### src/rtl/cpu_mem_pkg.sv
// Shared definitions for the data-memory arbiter slice.
//   arb_state_t : arbiter sequencing states
//   arb_owner_t : which requester owns the transaction in flight
//   MEM_ADDR_W / MEM_DATA_W : default memory address / data widths
//   sat_inc4()  : 4-bit saturating increment used by the starvation counter
package cpu_mem_pkg;

    localparam int MEM_ADDR_W = 16;
    localparam int MEM_DATA_W = 16;

    typedef enum logic [1:0] {
        IDLE  = 2'd0,
        ISSUE = 2'd1,
        WAIT  = 2'd2,
        DONE  = 2'd3
    } arb_state_t;

    typedef enum logic {
        OWN_PIPE = 1'b0,
        OWN_EXT  = 1'b1
    } arb_owner_t;

    function automatic logic [3:0] sat_inc4(input logic [3:0] value);
        if (value == 4'hF) begin
            return 4'hF;
        end else begin
            return value + 4'd1;
        end
    endfunction

endpackage

### src/rtl/data_memory_arbiter_if.sv
// Bus bundle between the data-memory arbiter, its two requesters and the
// single-port memory.
//   p_*   : pipeline memory-stage request/response (level request, done pulse)
//   e_*   : external loader/debug request/response (same protocol)
//   stall : pipeline freeze
//   mem_* : memory strobe, write enable, address, write/read data
// Modports: slave = arbiter view, master = requesters + memory view.
interface data_memory_arbiter_if #(
    parameter int ADDR_W = cpu_mem_pkg::MEM_ADDR_W,
    parameter int DATA_W = cpu_mem_pkg::MEM_DATA_W
) ();

    logic              p_req;
    logic              p_we;
    logic [ADDR_W-1:0] p_addr;
    logic [DATA_W-1:0] p_wdata;
    logic [DATA_W-1:0] p_rdata;
    logic              p_done;
    logic              stall;

    logic              e_req;
    logic              e_we;
    logic [ADDR_W-1:0] e_addr;
    logic [DATA_W-1:0] e_wdata;
    logic [DATA_W-1:0] e_rdata;
    logic              e_done;

    logic              mem_en;
    logic              mem_we;
    logic [ADDR_W-1:0] mem_addr;
    logic [DATA_W-1:0] mem_wdata;
    logic [DATA_W-1:0] mem_rdata;

    modport slave (
        input  p_req, p_we, p_addr, p_wdata,
        output p_rdata, p_done, stall,
        input  e_req, e_we, e_addr, e_wdata,
        output e_rdata, e_done,
        output mem_en, mem_we, mem_addr, mem_wdata,
        input  mem_rdata
    );

    modport master (
        output p_req, p_we, p_addr, p_wdata,
        input  p_rdata, p_done, stall,
        output e_req, e_we, e_addr, e_wdata,
        input  e_rdata, e_done,
        input  mem_en, mem_we, mem_addr, mem_wdata,
        output mem_rdata
    );

endinterface

### src/rtl/data_memory_arbiter.sv
// Arbitrates the single-port data memory between the pipeline memory stage
// and the external loader/debug port. The pipeline has fixed priority, but
// after STARVE_LIMIT consecutive pipeline grants with the external port
// waiting, the external port is granted once. One transaction is in flight
// at a time: IDLE (grant + latch) -> ISSUE (mem_en) -> WAIT (latency) ->
// DONE (done pulse).
// Ports:
//   clk   : clock
//   reset : synchronous, active-high reset
//   bus   : data_memory_arbiter_if.slave (requesters, stall, memory port)
module data_memory_arbiter
    import cpu_mem_pkg::*;
#(
    parameter int ADDR_W       = MEM_ADDR_W,
    parameter int DATA_W       = MEM_DATA_W,
    parameter int MEM_LATENCY  = 1,
    parameter int STARVE_LIMIT = 4
) (
    input  logic                 clk,
    input  logic                 reset,
    data_memory_arbiter_if.slave bus
);

    // WAIT counts down from LATENCY-1 so read data is sampled exactly
    // MEM_LATENCY cycles after the ISSUE cycle.
    localparam logic [2:0] LAT_LOAD   = 3'(MEM_LATENCY - 1);
    localparam logic [3:0] STARVE_MAX = 4'(STARVE_LIMIT);

    arb_state_t        state_r;
    arb_state_t        next_state_s;
    arb_owner_t        owner_r;
    arb_owner_t        grant_owner_s;
    logic              grant_s;
    logic              pipe_wins_s;
    logic              rd_capture_s;

    logic              we_r;
    logic [ADDR_W-1:0] addr_r;
    logic [DATA_W-1:0] wdata_r;

    logic [2:0]        lat_cnt_r;
    logic [3:0]        starve_cnt_r;
    logic [3:0]        starve_next_s;

    logic              mem_en_r;
    logic              p_done_r;
    logic              e_done_r;
    logic [DATA_W-1:0] p_rdata_r;
    logic [DATA_W-1:0] e_rdata_r;

    // Pipeline wins unless the external port has reached its starvation limit.
    always_comb begin
        pipe_wins_s = 1'b0;
        if (bus.p_req && !((starve_cnt_r == STARVE_MAX) && bus.e_req)) begin
            pipe_wins_s = 1'b1;
        end else begin
            pipe_wins_s = 1'b0;
        end
    end

    // Next-state and grant decode; requests only matter in IDLE.
    always_comb begin
        next_state_s  = state_r;
        grant_s       = 1'b0;
        grant_owner_s = OWN_PIPE;
        case (state_r)
            IDLE: begin
                if (bus.p_req || bus.e_req) begin
                    grant_s       = 1'b1;
                    grant_owner_s = pipe_wins_s ? OWN_PIPE : OWN_EXT;
                    next_state_s  = ISSUE;
                end else begin
                    next_state_s  = IDLE;
                end
            end
            ISSUE: begin
                next_state_s = WAIT;
            end
            WAIT: begin
                if (lat_cnt_r == 3'd0) begin
                    next_state_s = DONE;
                end else begin
                    next_state_s = WAIT;
                end
            end
            DONE: begin
                next_state_s = IDLE;
            end
            default: begin
                next_state_s = IDLE;
            end
        endcase
    end

    // Starvation count: only tracks back-to-back pipeline wins while the
    // external port is actually waiting; any idle moment without e_req resets it.
    always_comb begin
        starve_next_s = starve_cnt_r;
        if (state_r != IDLE) begin
            starve_next_s = starve_cnt_r;
        end else if (!bus.e_req) begin
            starve_next_s = 4'd0;
        end else if (grant_owner_s == OWN_PIPE) begin
            starve_next_s = sat_inc4(starve_cnt_r);
        end else begin
            starve_next_s = 4'd0;
        end
    end

    // Read data is captured on the last WAIT cycle; writes leave rdata alone.
    always_comb begin
        rd_capture_s = 1'b0;
        if ((state_r == WAIT) && (lat_cnt_r == 3'd0) && !we_r) begin
            rd_capture_s = 1'b1;
        end else begin
            rd_capture_s = 1'b0;
        end
    end

    // State register.
    always_ff @(posedge clk) begin
        if (reset) begin
            state_r <= IDLE;
        end else begin
            state_r <= next_state_s;
        end
    end

    // Transaction fields latched at grant; they double as the memory bus.
    always_ff @(posedge clk) begin
        if (reset) begin
            owner_r <= OWN_PIPE;
            we_r    <= 1'b0;
            addr_r  <= '0;
            wdata_r <= '0;
        end else if (grant_s) begin
            owner_r <= grant_owner_s;
            if (grant_owner_s == OWN_EXT) begin
                we_r    <= bus.e_we;
                addr_r  <= bus.e_addr;
                wdata_r <= bus.e_wdata;
            end else begin
                we_r    <= bus.p_we;
                addr_r  <= bus.p_addr;
                wdata_r <= bus.p_wdata;
            end
        end
    end

    // Latency and starvation counters.
    always_ff @(posedge clk) begin
        if (reset) begin
            lat_cnt_r    <= 3'd0;
            starve_cnt_r <= 4'd0;
        end else begin
            starve_cnt_r <= starve_next_s;
            if (state_r == ISSUE) begin
                lat_cnt_r <= LAT_LOAD;
            end else if ((state_r == WAIT) && (lat_cnt_r != 3'd0)) begin
                lat_cnt_r <= lat_cnt_r - 3'd1;
            end
        end
    end

    // Registered strobes, done pulses and per-owner read data.
    always_ff @(posedge clk) begin
        if (reset) begin
            mem_en_r  <= 1'b0;
            p_done_r  <= 1'b0;
            e_done_r  <= 1'b0;
            p_rdata_r <= '0;
            e_rdata_r <= '0;
        end else begin
            mem_en_r <= (next_state_s == ISSUE);
            p_done_r <= (next_state_s == DONE) && (owner_r == OWN_PIPE);
            e_done_r <= (next_state_s == DONE) && (owner_r == OWN_EXT);
            if (rd_capture_s && (owner_r == OWN_PIPE)) begin
                p_rdata_r <= bus.mem_rdata;
            end
            if (rd_capture_s && (owner_r == OWN_EXT)) begin
                e_rdata_r <= bus.mem_rdata;
            end
        end
    end

    assign bus.mem_en    = mem_en_r;
    assign bus.mem_we    = we_r;
    assign bus.mem_addr  = addr_r;
    assign bus.mem_wdata = wdata_r;
    assign bus.p_done    = p_done_r;
    assign bus.e_done    = e_done_r;
    assign bus.p_rdata   = p_rdata_r;
    assign bus.e_rdata   = e_rdata_r;
    // Freeze the pipeline for as long as its request is outstanding.
    assign bus.stall     = bus.p_req & ~p_done_r;

endmodule

### src/flat_wrapper.sv
// flat-port wrapper written by rule: the top's interface ports become plain ports
module data_memory_arbiter_flat import cpu_mem_pkg::*;
#(
    parameter int ADDR_W       = MEM_ADDR_W,
    parameter int DATA_W       = MEM_DATA_W,
    parameter int MEM_LATENCY  = 1,
    parameter int STARVE_LIMIT = 4
)
  (clk, reset, bus_p_req, bus_p_we, bus_p_addr, bus_p_wdata, bus_p_rdata, bus_p_done, bus_stall, bus_e_req, bus_e_we, bus_e_addr, bus_e_wdata, bus_e_rdata, bus_e_done, bus_mem_en, bus_mem_we, bus_mem_addr, bus_mem_wdata, bus_mem_rdata);
  data_memory_arbiter_if #(.ADDR_W(ADDR_W), .DATA_W(DATA_W)) bus_i ();
  input  logic clk;
  input  logic reset;
  input wire logic [$bits(bus_i.p_req)-1:0] bus_p_req;
  input wire logic [$bits(bus_i.p_we)-1:0] bus_p_we;
  input wire logic [$bits(bus_i.p_addr)-1:0] bus_p_addr;
  input wire logic [$bits(bus_i.p_wdata)-1:0] bus_p_wdata;
  output wire logic [$bits(bus_i.p_rdata)-1:0] bus_p_rdata;
  output wire logic [$bits(bus_i.p_done)-1:0] bus_p_done;
  output wire logic [$bits(bus_i.stall)-1:0] bus_stall;
  input wire logic [$bits(bus_i.e_req)-1:0] bus_e_req;
  input wire logic [$bits(bus_i.e_we)-1:0] bus_e_we;
  input wire logic [$bits(bus_i.e_addr)-1:0] bus_e_addr;
  input wire logic [$bits(bus_i.e_wdata)-1:0] bus_e_wdata;
  output wire logic [$bits(bus_i.e_rdata)-1:0] bus_e_rdata;
  output wire logic [$bits(bus_i.e_done)-1:0] bus_e_done;
  output wire logic [$bits(bus_i.mem_en)-1:0] bus_mem_en;
  output wire logic [$bits(bus_i.mem_we)-1:0] bus_mem_we;
  output wire logic [$bits(bus_i.mem_addr)-1:0] bus_mem_addr;
  output wire logic [$bits(bus_i.mem_wdata)-1:0] bus_mem_wdata;
  input wire logic [$bits(bus_i.mem_rdata)-1:0] bus_mem_rdata;
  assign bus_i.p_req = bus_p_req;
  assign bus_i.p_we = bus_p_we;
  assign bus_i.p_addr = bus_p_addr;
  assign bus_i.p_wdata = bus_p_wdata;
  assign bus_p_rdata = bus_i.p_rdata;
  assign bus_p_done = bus_i.p_done;
  assign bus_stall = bus_i.stall;
  assign bus_i.e_req = bus_e_req;
  assign bus_i.e_we = bus_e_we;
  assign bus_i.e_addr = bus_e_addr;
  assign bus_i.e_wdata = bus_e_wdata;
  assign bus_e_rdata = bus_i.e_rdata;
  assign bus_e_done = bus_i.e_done;
  assign bus_mem_en = bus_i.mem_en;
  assign bus_mem_we = bus_i.mem_we;
  assign bus_mem_addr = bus_i.mem_addr;
  assign bus_mem_wdata = bus_i.mem_wdata;
  assign bus_i.mem_rdata = bus_mem_rdata;
  data_memory_arbiter #(.ADDR_W(ADDR_W), .DATA_W(DATA_W), .MEM_LATENCY(MEM_LATENCY), .STARVE_LIMIT(STARVE_LIMIT)) u_core (.clk(clk), .reset(reset), .bus(bus_i));
endmodule
### config.mk
export PLATFORM = sky130hd
export DESIGN_NAME = data_memory_arbiter_flat
export DESIGN_NICKNAME = d
export VERILOG_FILES = /design/src/rtl/cpu_mem_pkg.sv /design/src/rtl/data_memory_arbiter_if.sv /design/src/rtl/data_memory_arbiter.sv /design/src/flat_wrapper.sv
export SDC_FILE = /design/constraint.sdc
export NUM_CORES = 1
export LEC_CHECK = 0
export BUFFER_PORTS_ARGS = -buffer_cell sky130_fd_sc_hd__buf_4
export CORE_ASPECT_RATIO = 1.75
export CORE_MARGIN = 2
export CORE_UTILIZATION = 40
export CTS_BUF_LIST = sky130_fd_sc_hd__clkbuf_4 sky130_fd_sc_hd__clkbuf_8 sky130_fd_sc_hd__clkbuf_16
export CTS_CLUSTER_SIZE = 16
export DETAILED_ROUTE_END_ITERATION = 7
export PLACE_DENSITY = 0.72
export SLEW_MARGIN = 30
export SYNTH_ARGS = -nofsm -noshare
export SYNTH_HDL_FRONTEND = slang
export SYNTH_SLANG_ARGS = --single-unit
export TNS_END_PERCENT = 1
### constraint.sdc
create_clock -name clk -period 1.63 [get_ports clk]
set_clock_uncertainty 0.2 [all_clocks]
set_input_delay 0.0815 -clock clk [delete_from_list [all_inputs] [get_ports clk]]
set_output_delay 0.0815 -clock clk [all_outputs]
set_load 0.05 [all_outputs]
==> metrics <==
Synth area leader=dfxtp_1; starting density of the core=0.412; Layout Cell Area excl Fill=7270 um2; placed inst area=5780 um2; sequential fraction of the synthesis area=0.366; CTS tree=yes; Final Hold Violating Endpoints=6; count of buffers inserted at the top-level ports=154; largest fanout on the critical path=40; Most used DFF post-synth=dfxtp_1; sequential cell area=1570 um2; syn avg cell area=8.57 um2; top cell types by occurrence after synthesis=dfxtp_1 (78), nand3_1 (67), clkbuf_1 (47); overall routed net length=15.7 mm; share of post-route cells with drive strength above 1=0.355; worst path setup slack after routing=-0.109 ns; maximum buffer depth of the clock tree=2; via count of the routed design=5,179; Die Wd=about 82 um; DRT Pass-1 Iters=5; Warnings, synthesis=0; Max Slew Vio Count=0; remaining routing DRC violations=0; HPWL reported at the end of detailed placement=9.17 mm; weighted congestion at the end of routability-driven global placement=0.786; share of async-settable or async-resettable flops after synthesis=0; CTS sink cnt=78; row cnt=49; number of distinct library cells after synthesis=34; global-route usage over all layers=0.260; logic depth of the worst setup path including buffers=6; violations in the final reports=negative hold slack, negative setup slack; Hold EP=u_core.bus.mem_addr[8]; gate count of the mapped netlist=about 500; net count after synthesis=about 600; Worst slew margin=0.566; reg2reg end=u_core.bus.mem_wdata[12]; clock latency on the worst-skew pair=0.33 ns; DRC marker count from the first detailed-route iteration=286; max cap viols=0; area of combinational cells with multiple inputs=2540 um2; Post-synth EDFFs=0; Fmax achieved=0.575 GHz; CP Data Required Time=1.67 ns; TritonCTS Buffers=9; endpoint kind of the worst setup timing path=flip-flop; Crit Reg-Reg Startpoint=u_core.state_r[0]; post-detailed-route count of antenna-violating nets=0; root buffer cell=clkbuf_16; Power Dens Cells=1020 nW/um2; number of primary I/O pins=~160; antenna violations before repair=0; R2R cell count=6; Min-Delay Path Class=in -> reg; Congestion Overflow GR=0; largest net degree at the start of global routing=41; Critical Path Start Type=flip-flop; post-route worst hold slack=-0.0242 ns; relative area change from synthesis to final layout=70.4%; RSZ-0062 raised after global routing=yes; register bit total from synthesis=78; number of levels the H-tree was split into=3; net count reported at finish=828; number of inserted diodes=0; post-synth top area share=0.366; origin of the worst min-delay path=reset; die boundary height=roughly 140 um; clock-pin slew on the worst setup and hold paths=about 0.060 ns; transition time at the pin with the least slew margin=0.649 ns; placed insts=around 760; maximum resistive drop on vdd=0.876 mV; portion of the clock cycle consumed by the worst path in the final layout=1.07; number of setup violations in the final report=57; biggest area contributors in the synthesized netlist=dfxtp_1 (37%), a2111o_1 (8.7%), nand3_1 (7.9%); vias in the first global route=5,034; Worst Setup Path Type=reg -> reg; Floorplan Core Area=between 10,000 and 15,000 um2; maximum single-stage delay on the critical path=0.39 ns; power after layout=7.41 mW; Critical path buffers and inverters=2; slowest stage cell, crit path=a2111o_1; post-route insts no fill=866; worst endpoint data arrival time=1.78 ns; Routed WL per cell=~18 um; final worst path period need=1.74 ns; number of inserted filler cells in the final layout=715; Leak=2.83 nW; Worst Hold Path Cells=3; slack of the worst reg-to-reg path=-0.11 ns; cell family contributing the most delay on the critical path=compound AO/OA/AOI/OAI gates; result of the run=finished, violations left; ordered list of cells on the worst path=inv_2 > ha_4 > buf_12 > nand3_1 > a2111o_1 > o211ai_1; cell area after synthesis=4270 um2; most common cell in the netlist=dfxtp_1; number of vias per cell=5.98; floorplan die area=11,500 um2; global-route wire length before repair=24.0 mm
[worst max path at each step]
stage	slack, ns	from	endpoint
2_1_floorplan	-0.06	u_core.state_r[0]	u_core.bus.mem_addr[10]
3_3_place_gp	-0.06	u_core.state_r[0]	u_core.bus.mem_wdata[9]
3_5_place_dp	-0.09	u_core.state_r[1]	u_core.bus.mem_we
4_1_cts	-0.06	u_core.starve_cnt_r[1]	u_core.bus.mem_we
5_1_grt	-0.16	u_core.starve_cnt_r[0]	u_core.bus.mem_addr[6]
6_report	-0.11	u_core.state_r[0]	u_core.bus.mem_wdata[12]
[state kept, by name, summed over array words and instances, names as in the netlist]
name	cells
u_core.bus.e_done	1
u_core.bus.e_rdata	16
u_core.bus.mem_addr	16
u_core.bus.mem_en	1
u_core.bus.mem_wdata	16
u_core.bus.mem_we	1
u_core.bus.p_done	1
u_core.bus.p_rdata	16
u_core.lat_cnt_r	3
u_core.owner_r	1
u_core.starve_cnt_r	4
u_core.state_r	2
[per-layer routing]
metal | global-route usage | up-vias | part of all wire
li1 | - | 2399 | -
met1 | 0.303 | 2460 | 0.38
met2 | 0.438 | 272 | 0.52
met3 | 0.0608 | 48 | 0.075
met4 | 0.120 | 0 | 0.029
met5 | 0 | - | 0
[where the power goes]
part / switching [mW] / internal [mW] / total (mW)
Sequential: 0.142 / 2.14 / 2.28
Clock: 0.774 / 1.30 / 2.08
Combinational: 1.81 / 1.24 / 3.05
[area by class of cell]
type	instances	area share
Timing Repair Buffer	292	0.367
Multi-Input combinational cell	346	0.350
Sequential cell	78	0.216
Clock buffer	13	0.0368
Tap cell	127	0.0219
Clock inverter	3	0.00585
Inverter	7	0.00362
[cell usage in the layout (no fill, tap or decap), types with 3 or more instances in the layout]
master	instances
buf_4	185
dlygate4sd3_1	86
dfxtp_1	74
nand3_1	67
o211ai_1	35
a21boi_0	33
a2111o_1	33
nand3b_1	33
o21ai_0	26
a21oi_1	25
a31oi_1	25
buf_12	13
a21oi_2	12
clkbuf_16	11
o21ai_1	7
a31oi_2	7
inv_2	4
nand2_1	4
ha_1	4
buf_6	4
dfxtp_2	4
inv_1	3
and3_1	3
ha_4	3
[kinds of logic (layout without fill, tap and decap cells)]
family | count (synthesis) | in the layout | synth area share
buf+inv | 74 | 315 | 0.0780
compound gates | 216 | 216 | 0.359
mux | 1 | 1 | 0.00235
simple gates | 121 | 121 | 0.171
flops | 78 | 78 | 0.366
fa+ha+maj | 8 | 8 | 0.0235
[what timing repair did]
item | 4_1_cts | 5_1_grt
resized for setup | 20 | 26
setup buffers | 3 | 1
setup endpoints to repair | 67 | 70
cloned | 3 | 2
pin swaps | 11 | 45
hold buffers | 84 | 2
endpoints found under the hold margin | 68 | 14
[through the flow]
stage | util | TNS (ns) | setup slack, ns
after global routing | 0.701 | -6.60 | -0.164
after CTS | 0.683 | -2.02 | -0.0643
after floorplan | - | -2.66 | -0.0573
final | 0.701 | -1.87 | -0.109
after global placement | 0.558 | -1.36 | -0.0557
after detailed placement | 0.558 | -2.65 | -0.0852
[worst reg2reg max path, stage by stage, from the launching register on]
cell	delay, ns
dfxtp_2	0.33
inv_2	0.08
ha_4	0.19
buf_12	0.20
nand3_1	0.11
a2111o_1	0.39
o211ai_1	0.14
(Power assumes the default switching activity.)
